$ cat src/rtl/alu_pkg.sv
// Shared select-code definitions for the ALU operand input mux.
// The control unit imports this same package so both sides agree on the encoding.
package alu_pkg;

  localparam int ALU_IN_MUX_CODE_W = 3;

  localparam logic [ALU_IN_MUX_CODE_W-1:0] ALU_IN_MUX_NONE = 3'd0;
  localparam logic [ALU_IN_MUX_CODE_W-1:0] ALU_IN_MUX_A    = 3'd1;
  localparam logic [ALU_IN_MUX_CODE_W-1:0] ALU_IN_MUX_X    = 3'd2;
  localparam logic [ALU_IN_MUX_CODE_W-1:0] ALU_IN_MUX_Y    = 3'd3;
  localparam logic [ALU_IN_MUX_CODE_W-1:0] ALU_IN_MUX_DATA = 3'd4;
  localparam logic [ALU_IN_MUX_CODE_W-1:0] ALU_IN_MUX_SP   = 3'd5;
  localparam logic [ALU_IN_MUX_CODE_W-1:0] ALU_IN_MUX_ONE  = 3'd6;
  localparam logic [ALU_IN_MUX_CODE_W-1:0] ALU_IN_MUX_RSVD = 3'd7;

endpackage

$ cat src/rtl/alu_input_mux.sv
// Operand selector feeding the 6502 ALU: zero-latency output for the datapath,
// plus a registered copy and reserved-code flag for the control/debug path.
module alu_input_mux
  import alu_pkg::*;
#(
  parameter int WIDTH = 8
) (
  input  logic                         clk,
  input  logic                         rst,
  input  logic [ALU_IN_MUX_CODE_W-1:0] mux_code,
  input  logic [WIDTH-1:0]             a_reg,
  input  logic [WIDTH-1:0]             x_reg,
  input  logic [WIDTH-1:0]             y_reg,
  input  logic [WIDTH-1:0]             data_in,
  input  logic [WIDTH-1:0]             sp,
  output logic [WIDTH-1:0]             out,
  output logic [WIDTH-1:0]             out_q,
  output logic                         code_err
);

  // Reserved and unknown codes fall through to zero so the ALU never sees stale data.
  always_comb begin
    out = '0;
    case (mux_code)
      ALU_IN_MUX_NONE: out = '0;
      ALU_IN_MUX_A:    out = a_reg;
      ALU_IN_MUX_X:    out = x_reg;
      ALU_IN_MUX_Y:    out = y_reg;
      ALU_IN_MUX_DATA: out = data_in;
      ALU_IN_MUX_SP:   out = sp;
      ALU_IN_MUX_ONE:  out = WIDTH'(1);
      default:         out = '0;
    endcase
  end

  always_ff @(posedge clk) begin
    if (rst) begin
      out_q    <= '0;
      code_err <= 1'b0;
    end else begin
      out_q    <= out;
      code_err <= (mux_code == ALU_IN_MUX_RSVD);
    end
  end

endmodule

$ cat config.mk
export PLATFORM = sky130hd
export DESIGN_NAME = alu_input_mux
export DESIGN_NICKNAME = d
export VERILOG_FILES = /design/src/rtl/alu_pkg.sv /design/src/rtl/alu_input_mux.sv
export SDC_FILE = /design/constraint.sdc
export NUM_CORES = 1
export LEC_CHECK = 0
export CORE_MARGIN = 2
export CORE_UTILIZATION = 30
export DETAILED_ROUTE_END_ITERATION = 10
export PLACE_DENSITY_LB_ADDON = 0.05
export SLEW_MARGIN = 25
export SYNTH_ARGS = -nofsm -noshare
export SYNTH_HDL_FRONTEND = slang
export SYNTH_SLANG_ARGS = --single-unit
$ cat constraint.sdc
create_clock -name clk -period 1.5 [get_ports clk]
set_input_delay 0.225 -clock clk [delete_from_list [all_inputs] [get_ports clk]]
set_output_delay 0.225 -clock clk [all_outputs]
set_load 0.02 [all_outputs]
==> reports/results.ini <==
[floorplan]
start_util_pct = 32.8
ios = 62
die_x_um = 50.8
coreArea_sq_mm = 0.00200
placementRows = 16
die_y_um = 50.8
die_area_sq_mm = 0.00258

[final_layout]
antenna_cells = 0
fin_area_sq_mm = 0.00160
drive_above_1_share_pct = 39.2
nFillCells = 143
regArea_sq_um = 180
multi_input_area_sq_um = 536
syn_to_final_growth_pct = 143
nNetsFinal = 199

[hold_path]
min_path_cells = 3
hp-start = mux_code[1]
hold_path_end = out_q[4]
hp-class = in2reg

[clocking]
cts.sinks = 9
ctsHoldBuffers = 0
htree_levels = 1
clk_pin_slew_ns = 0.07
root_buffer = clkbuf_4
cts_buffers = 3
cts_buffer_depth = 2
cts_tree = built

[grt]
grt_usage_pct = 21.5
grt_overflow = 0
grt_max_degree = 11
grt_pass1_vias = 938
grt_pass1_wl_um = 4080
antenna_found_initial = 0

[drt]
route.met2.wl_um = 1380
wl_met3_um = 148
ant_nets = 0
drt_iter0_drc = 6
via_per_inst = 4.97
drc = 0
wl_per_cell_um = 14.4
met1_length_um = 981
highest_layer = met4
vias = 894
drt-total-wl_um = 2600
drt-pass1-iter-count = 4

[timing]
hold_ws_ns = 0.290
min_period_ns = 1.49
hold_violations = 0
slew_viol_final = 0
setup_slack_ns = 0.00710
max-slew-margin-rel_pct = 75.2
max_freq_ghz = 0.670
finalSetupViolations = 0
tightest_slew_ns = 0.371
fin_crit_sh_pct = 99.5

[status]
outcome = completed

[power]
finalPower_uw = 877
power.density_mw_per_mm2 = 550
leakagePower_uw = 0.000787
ir_drop_mv = 0.394

[setup_path]
cp-end-kind = primary output
arrival_ns = 1.27
crit_required_ns = 1.27
worstPathMaxFanout = 2
critPathLaunchType = primary input
crit_type = in2out

[yosys]
synth_nets = 114
synth.distinct_cells = 24
netlist_area_sq_um = 656
yosysWarnings = 0
avgSynthCellArea_sq_um = 9.50
yosys-top-cells-area = dfxtp_1, mux2i_1, o21ba_2
ys_seq_area_share_pct = 27.5
yosysTopAreaCell = dfxtp_1
synth_top_cell_area_share_pct = 27.5
ys_seq_elements = 9
synthCells = 69

[placement]
post-place-ws_ns = -0.924
gp_congestion = 0.725
hpwlAfterDp_um = 1840
io_buffers = 61
dpl_cell_area_sq_mm = 0.00139

[job]
max-cap-violations = 0

-- worst max-delay path by stage --
stage	from	cells past startpoint	end	slack, ns
floorplan	mux_code[0]	3	out[4]	0.08
global placement	mux_code[1]	5	out[0]	-0.89
detailed placement	mux_code[1]	5	out[0]	-0.92
CTS	a_reg[1]	5	out[1]	-0.02
global route	sp[1]	4	out[1]	-0.007
finish	sp[1]	4	out[1]	0.007
-- flip-flops by register name (all words and copies together), names as in the netlist --
name	cells
out_q	8
code_err	1
-- stage by stage --
stage | TNS [ns] | instances | util (%)
floorplan | 0 | 69 | -
global placement | -8.42 | 169 | 69.6
detailed placement | -8.89 | 169 | 69.6
CTS | -0.0221 | 179 | 73.9
global route | -0.00748 | 180 | 79.7
finish | 0 | 180 | 79.7
-- what timing repair did --
action | CTS | global route
setup endpoints to repair | 11 | 6
pin swaps | 8 | 18
gates resized for setup | 71 | 32
setup buffers | 6 | 1
-- layer usage --
layer,vias up,GRT usage (%)
li1,436,-
met1,402,20.4
met2,46,41.9
met3,10,4.46
met4,0,12.2
met5,-,0
-- cell usage after synthesis (all sizes together) --
cell type and instances:
a221oi 3, a22o 4, a311oi 3, a31oi 3, and3b 1, and4b 1, buf 6, dfxtp 9
mux2 3, mux2i 7, nand2 4, nand2b 1, nand3b 2, nor2b 3, nor3b 2, o21ai 1
o21ba 4, o21bai 1, o2bb2ai 4, o31ai 1, or2 6
-- placed cells by master (no fill, tap or decap), types with 3 or more instances in the layout --
master           count
a22o_1               4
o21ba_2              4
dlygate4sd2_1        5
nand2_1              4
or2_1                6
buf_4               25
a221oi_2             3
buf_6                8
dfxtp_1              9
mux2i_1              5
clkbuf_4             3
a31oi_1              3
o2bb2ai_2            3
buf_2                3
a311oi_1             3
dlymetal6s2s_1      13
clkdlybuf4s50_1     32
-- where the power goes --
part	total (uW)	switching, uW	internal [uW]
clock	189	86.3	102
sequential	258	3.54	254
combinational	431	169	261
-- critical path: stages --
cell and delay [ns]:
clkdlybuf4s50_1 0.40, a22o_1 0.25, or2_1 0.25, buf_6 0.14
-- layout make-up --
type / instances / share of cell area, %
Clock buffer: 4 / 1.65
Multi-Input combinational cell: 54 / 33.6
Sequential cell: 9 / 11.3
Tap cell: 27 / 2.12
Timing Repair Buffer: 86 / 51.4
-- logic make-up (layout without fill, tap and decap cells) --
kind of cell / Yosys count / after routing / synth area share (%)
compound gates: 24 / 24 / 30.7
simple gates: 20 / 20 / 19.7
mux: 10 / 10 / 15.8
flops: 9 / 9 / 27.5
buf+inv: 6 / 90 / 6.30
(Power assumes the default switching activity.)
==> RTL change 1, RTL diff (same flow settings) <==
Change the parameter `WIDTH` from 8 to 12.
--- a/src/rtl/alu_input_mux.sv
+++ b/src/rtl/alu_input_mux.sv
@@ -5,3 +5,3 @@
 #(
-  parameter int WIDTH = 8
+  parameter int WIDTH = 12
 ) (
Ports: changed (7 resized); port bits go from 62 to 90. The function was not compared with the original's and may differ.
==> RTL change 1 against the original RTL <==
The run now ends with setup timing left; cell count rose by 54%; cell area grew 50%; worst setup slack got worse by 43 ps; clock power is 7% higher; first-iteration DRC count rose to 4.7 times the old value; sequential cell count grew 4; die area increased by 58%; maximum frequency shrank 2.8%; global-route usage fell by 1.3 points; total power up 44%; synthesized area rose by 64%; count of clock-buffer cells in the layout is the same; wire length grew 61%; critical path type unchanged; largest cell class unchanged; largest power group unchanged; highest routed layer unchanged.
==> RTL change 1: results (changes against the original RTL) <==
Parameter                              Value

Yosys
  Share of flip-flops with an asynchronous set or reset after synthesis    0% (unchanged)
  Adder and majority gate portion of the synthesized area    0% (unchanged)
  Distinct cell type count of the synthesized netlist    28 (was 24)
  Multiplexer share of the synthesized area    19.2% (was 15.8%)
  Most common flop cell mapped by yosys    dfxtp_1 (unchanged)
  Post-synth top cells    dfxtp_1, mux2i_1, buf_2 (was dfxtp_1, mux2i_1, or2_1)
  Sequential-to-total area share from yosys stat    24.2% (was 27.5%)
  Count of yosys warnings during synthesis    0 (unchanged)
  Main area contributors after synthesis    dfxtp_1, mux2i_1, a221oi_2 (was dfxtp_1, mux2i_1, o21ba_2)
  Compound-gate portion of the synthesized area    36.6% (was 30.7%)
  Synthesized Nets    174 (was 114)
  Post-synthesis xor/xnor area fraction    0% (unchanged)

STA
  Final Setup Violations    5 (was 0)
  Final-report hold violation count    0 (unchanged)
  Final setup margin    -35.6 ps (was 7.10 ps)
  Worst Max-Slew Pin Slew    422 ps (was 371 ps)

Min path
  Hold Path Origin    y_reg[5] (was mux_code[1])
  Hold Path Class    in2reg (unchanged)

Place
  Routability congestion estimate    0.856 (was 0.725)
  Standard cell area after detailed placement    0.00221 mm2 (was 0.00139 mm2)
  Port Buffer Count    89 (was 61)
  Post-DP HPWL    3240 um (was 1840 um)

Finish
  Fraction of final layout cells sized beyond drive strength 1    39.4% (was 39.2%)
  Total of fill cells in the finished design    260 (was 143)
  Final net count    297 (was 199)
  Regs by FF count    out_q x12, code_err x1 (was out_q x8, code_err x1)

Drt
  Detailed Route Iter0 Violations    28 (was 6)
  Count of TritonRoute iterations in the first routing pass    4 (unchanged)
  Avg WL per Cell    15.1 um (was 14.4 um)
  Total number of vias    1366 (was 894)

CTS
  Number of buffers added by the clock tree synthesis step    3 (unchanged)
  Clock buffer depth    2 (unchanged)

Pwr
  Net Switching    396 uW (was 259 uW)
  P_leak    0.00106 uW (was 0.000787 uW)
  Worst IR drop on VDD    218 uV (was 394 uV)

Global routing
  Maximum number of pins on one net before global-route repair    19 (was 11)
  Global-route wire length before repair    6480 um (was 4080 um)
  All-layer global routing usage    20.2% (was 21.5%)
  Vias in the first global route    1382 (was 938)
  Number of antenna violations at the first check in global routing    0 (unchanged)

Critical path
  Arrival time of the worst setup path    1310 ps (was 1270 ps)
  Critical path fanouts, max    7 (was 2)
  Startpoint of the worst setup timing path    mux_code[1] (was sp[1])
  End point of the critical path    out[7] (was out[1])

Run status
  Violated checks    setup timing
  Outcome    complete, but fails checks (was finished, final reports clean)

Run
  Maximum Capacitance Violations    0 (unchanged)
## RTL change 1: cell types whose count changed in the layout (fill, tap and decap cells not counted), sizes merged, moves of 5 or more
cell and change:
buf +19, clkdlybuf4s50 +15, dlygate4sd2 +15, a221oi +8, a22oi +6, dlymetal6s2s -6
nor2 +6, o21a +6, mux2i +5, o21ai +5
## RTL change 1: per-stage QoR
stage                     instances  setup TNS (ps)  setup WS [ps]  utilization (%)
after floorplan                 109               0           7.83                -
after global placement          266          -15330           -871             65.3
after detailed placement        266          -16110           -899             65.3
after CTS                       275            -284          -64.1             68.5
after global routing            277            -372           -115             70.6
final                           277            -121          -35.6             70.6
## RTL change 1: how the worst min path moves through the flow
stage / cells past startpoint / slack (ps) / endpoint
2_1_floorplan: 2 / 370 / out_q[2]
5_1_grt: 4 / 480 / out_q[6]
6_report: 4 / 470 / out_q[5]
4_1_cts: 4 / 470 / out_q[3]
3_5_place_dp: 3 / 920 / out_q[3]
3_3_place_gp: 3 / 910 / out_q[6]
## RTL change 1: area by class of cell
type,count,share of cell area [%]
clock buffers,4,1.10
multi-input cells,85,35.7
flip-flops and latches,13,10.9
well taps,46,2.41
repair buffers,129,49.9
## RTL change 1: logic make-up after synthesis
logic type	count (synthesis)
and+or+nand+nor	24
muxes	18
AOI/OAI and AO/OA	43
buffers and inverters	11
DFF	13
## RTL change 1: metal layers
| layer | vias up | share of wire [%] | GRT usage, % |
|---|---|---|---|
| met5 | - | 0 | 0 |
| met3 | 6 | 4.2 | 1.58 |
| met1 | 631 | 43 | 24.9 |
| met4 | 0 | 1.6 | 5.71 |
| li1 | 678 | - | - |
| met2 | 51 | 51 | 37.0 |
## RTL change 1: critical path, cell delays in order
cell      delay (ps)
buf_8            100
buf_8            130
buf_6            120
mux2_4           300
a221oi_2         230
nor2_1            60
buf_4            160
## RTL change 1: what timing repair did
item,in CTS,in global routing
resized for setup,117,18
endpoints found under the setup margin,24,18
hold buffers,0,0
endpoints found under the hold margin,0,0
pin swaps,19,12
setup buffers,5,2
## RTL change 1: power groups by stage
| stage | registers, uW | clock network (uW) | logic [uW] |
|---|---|---|---|
| CTS | 374 | 208 | 661 |
| global route | 376 | 225 | 725 |
| finish | 374 | 203 | 684 |
| floorplan | 413 | 0 | 244 |
| detailed placement | 383 | 0 | 652 |
| global placement | 382 | 0 | 642 |
==> RTL change 2, RTL diff (same settings) <==
Made on the original files. Put a register stage on the output `out`. The value now appears one clock later. The other outputs are not delayed to match.
--- a/src/rtl/alu_input_mux.sv
+++ b/src/rtl/alu_input_mux.sv
@@ -20,14 +20,16 @@
 
+  logic [WIDTH-1:0] out_d;
+
   // Reserved and unknown codes fall through to zero so the ALU never sees stale data.
   always_comb begin
-    out = '0;
+    out_d = '0;
     case (mux_code)
-      ALU_IN_MUX_NONE: out = '0;
-      ALU_IN_MUX_A:    out = a_reg;
-      ALU_IN_MUX_X:    out = x_reg;
-      ALU_IN_MUX_Y:    out = y_reg;
-      ALU_IN_MUX_DATA: out = data_in;
-      ALU_IN_MUX_SP:   out = sp;
-      ALU_IN_MUX_ONE:  out = WIDTH'(1);
-      default:         out = '0;
+      ALU_IN_MUX_NONE: out_d = '0;
+      ALU_IN_MUX_A:    out_d = a_reg;
+      ALU_IN_MUX_X:    out_d = x_reg;
+      ALU_IN_MUX_Y:    out_d = y_reg;
+      ALU_IN_MUX_DATA: out_d = data_in;
+      ALU_IN_MUX_SP:   out_d = sp;
+      ALU_IN_MUX_ONE:  out_d = WIDTH'(1);
+      default:         out_d = '0;
     endcase
@@ -40,3 +42,3 @@
     end else begin
-      out_q    <= out;
+      out_q    <= out_d;
       code_err <= (mux_code == ALU_IN_MUX_RSVD);
@@ -45,2 +47,6 @@
 
+  always_ff @(posedge clk) begin
+    out <= out_d;
+  end
+
 endmodule
Behaviour: not the same (Yosys sat finds a counterexample within 4 cycles, from zero or initial values and one cycle with rst high).
==> RTL change 2 against the original RTL <==
Cell area fell by 4.1%; worst setup slack improved by 30 ps; critical path type is now reg2out; sequential cell count rose by 8; sequential power rose by 93%; wire length fell by 11%; clock power rose by 28%; synthesized area rose by 24%; total power rose by 26%; largest cell class unchanged.
==> RTL change 2: results (changes against the original RTL) <==
Parameter                              Value

Pwr
  Worst IR drop on VDD    440 uV (was 394 uV)
  P_leak    0.000614 uW (was 0.000787 uW)
  Cell-internal power    814 uW (was 618 uW)

Finish
  Fraction of final layout cells sized beyond drive strength 1    15.2% (was 39.2%)
  Final net count    191 (was 199)

Place
  Number of placed instances, taps included    171 (was 169)
  Standard cell area after detailed placement    0.00149 mm2 (was 0.00139 mm2)
  Post-DP HPWL    1910 um (was 1840 um)
  Routability congestion estimate    0.712 (was 0.725)

Critical path
  Arrival time of the worst setup path    1240 ps (was 1270 ps)
  Startpoint of the worst setup timing path    out[4] (was sp[1])

Run status
  Outcome    finished, final reports clean (unchanged)

Yosys
  Post-synth top cells    dfxtp_1, mux2i_1, or2_1 (unchanged)
  Cells after synthesis    77 (was 69)
  Synthesized Nets    122 (was 114)

Global routing
  Met3 Usage GRT    5.12% (was 4.46%)
  All-layer global routing usage    14.8% (was 21.5%)
  M1 GR Usage    15.6% (was 20.4%)
  Maximum number of pins on one net before global-route repair    12 (was 11)
  Met2 demand-to-capacity share in global routing    27.9% (was 41.9%)

CTS
  CTS clock-pin slew for the worst setup and hold paths    100 ps (was 70 ps)
  Number of buffers inserted to repair setup after CTS    0 (was 6)

Drt
  Detailed Route Iter0 Violations    3 (was 6)
  Count of TritonRoute iterations in the first routing pass    3 (was 4)
  Final WL    2320 um (was 2600 um)
  Average vias per placed instance    4.97 (about the same)

STA
  Final setup margin    37.0 ps (was 7.10 ps)
[RTL change 2: changes by cell type after synthesis, sizes merged]
cell   change
dfxtp      +8
[RTL change 2: area by class of cell]
type                    instances  area [um2]
clock inverters                 1        5.00
clock buffers                   3        22.5
multi-input cells              54         444
fillers                       256         992
flip-flops and latches         17         340
well taps                      30        37.5
repair buffers                 70         681
[RTL change 2: what timing repair did]
action / CTS / global route
hold buffers: 0 / 0
gates resized for setup: 0 / 3
setup endpoints to repair: 0 / 10
[RTL change 2: layer usage]
| layer | wire [um] | up-vias |
|---|---|---|
| li1 | - | 429 |
| met1 | 926 | 406 |
| met2 | 1190 | 32 |
| met3 | 188 | 2 |
| met4 | 15 | 0 |
| met5 | 0 | - |
[RTL change 2: worst min-delay path by stage]
stage	slack, ps	end	from
2_1_floorplan	410	out[2]	y_reg[2]
3_3_place_gp	840	out[6]	y_reg[6]
3_5_place_dp	840	out[6]	y_reg[6]
4_1_cts	530	out[6]	y_reg[6]
5_1_grt	530	out[6]	y_reg[6]
6_report	530	out[6]	y_reg[6]
[RTL change 2: power groups by stage]
stage               sequential (uW)  combinational [uW]  clock [uW]
floorplan                       556                 103           0
global placement                508                 362           0
detailed placement              510                 365           0
CTS                             500                 367         256
global route                    503                 390         268
finish                          499                 365         242
[RTL change 2: cell families after synthesis]
kind of cell,synth area share (%)
AOI/OAI and AO/OA,24.7
and+or+nand+nor,15.8
DFF,41.7
muxes,12.7
buffers and inverters,5.06
[RTL change 2: stage by stage]
| step | total power [uW] | hold WS, ps |
|---|---|---|
| after floorplan | 658 | 408 |
| after global placement | 870 | 841 |
| after detailed placement | 876 | 841 |
| after CTS | 1120 | 529 |
| after global routing | 1160 | 526 |
| final | 1110 | 533 |
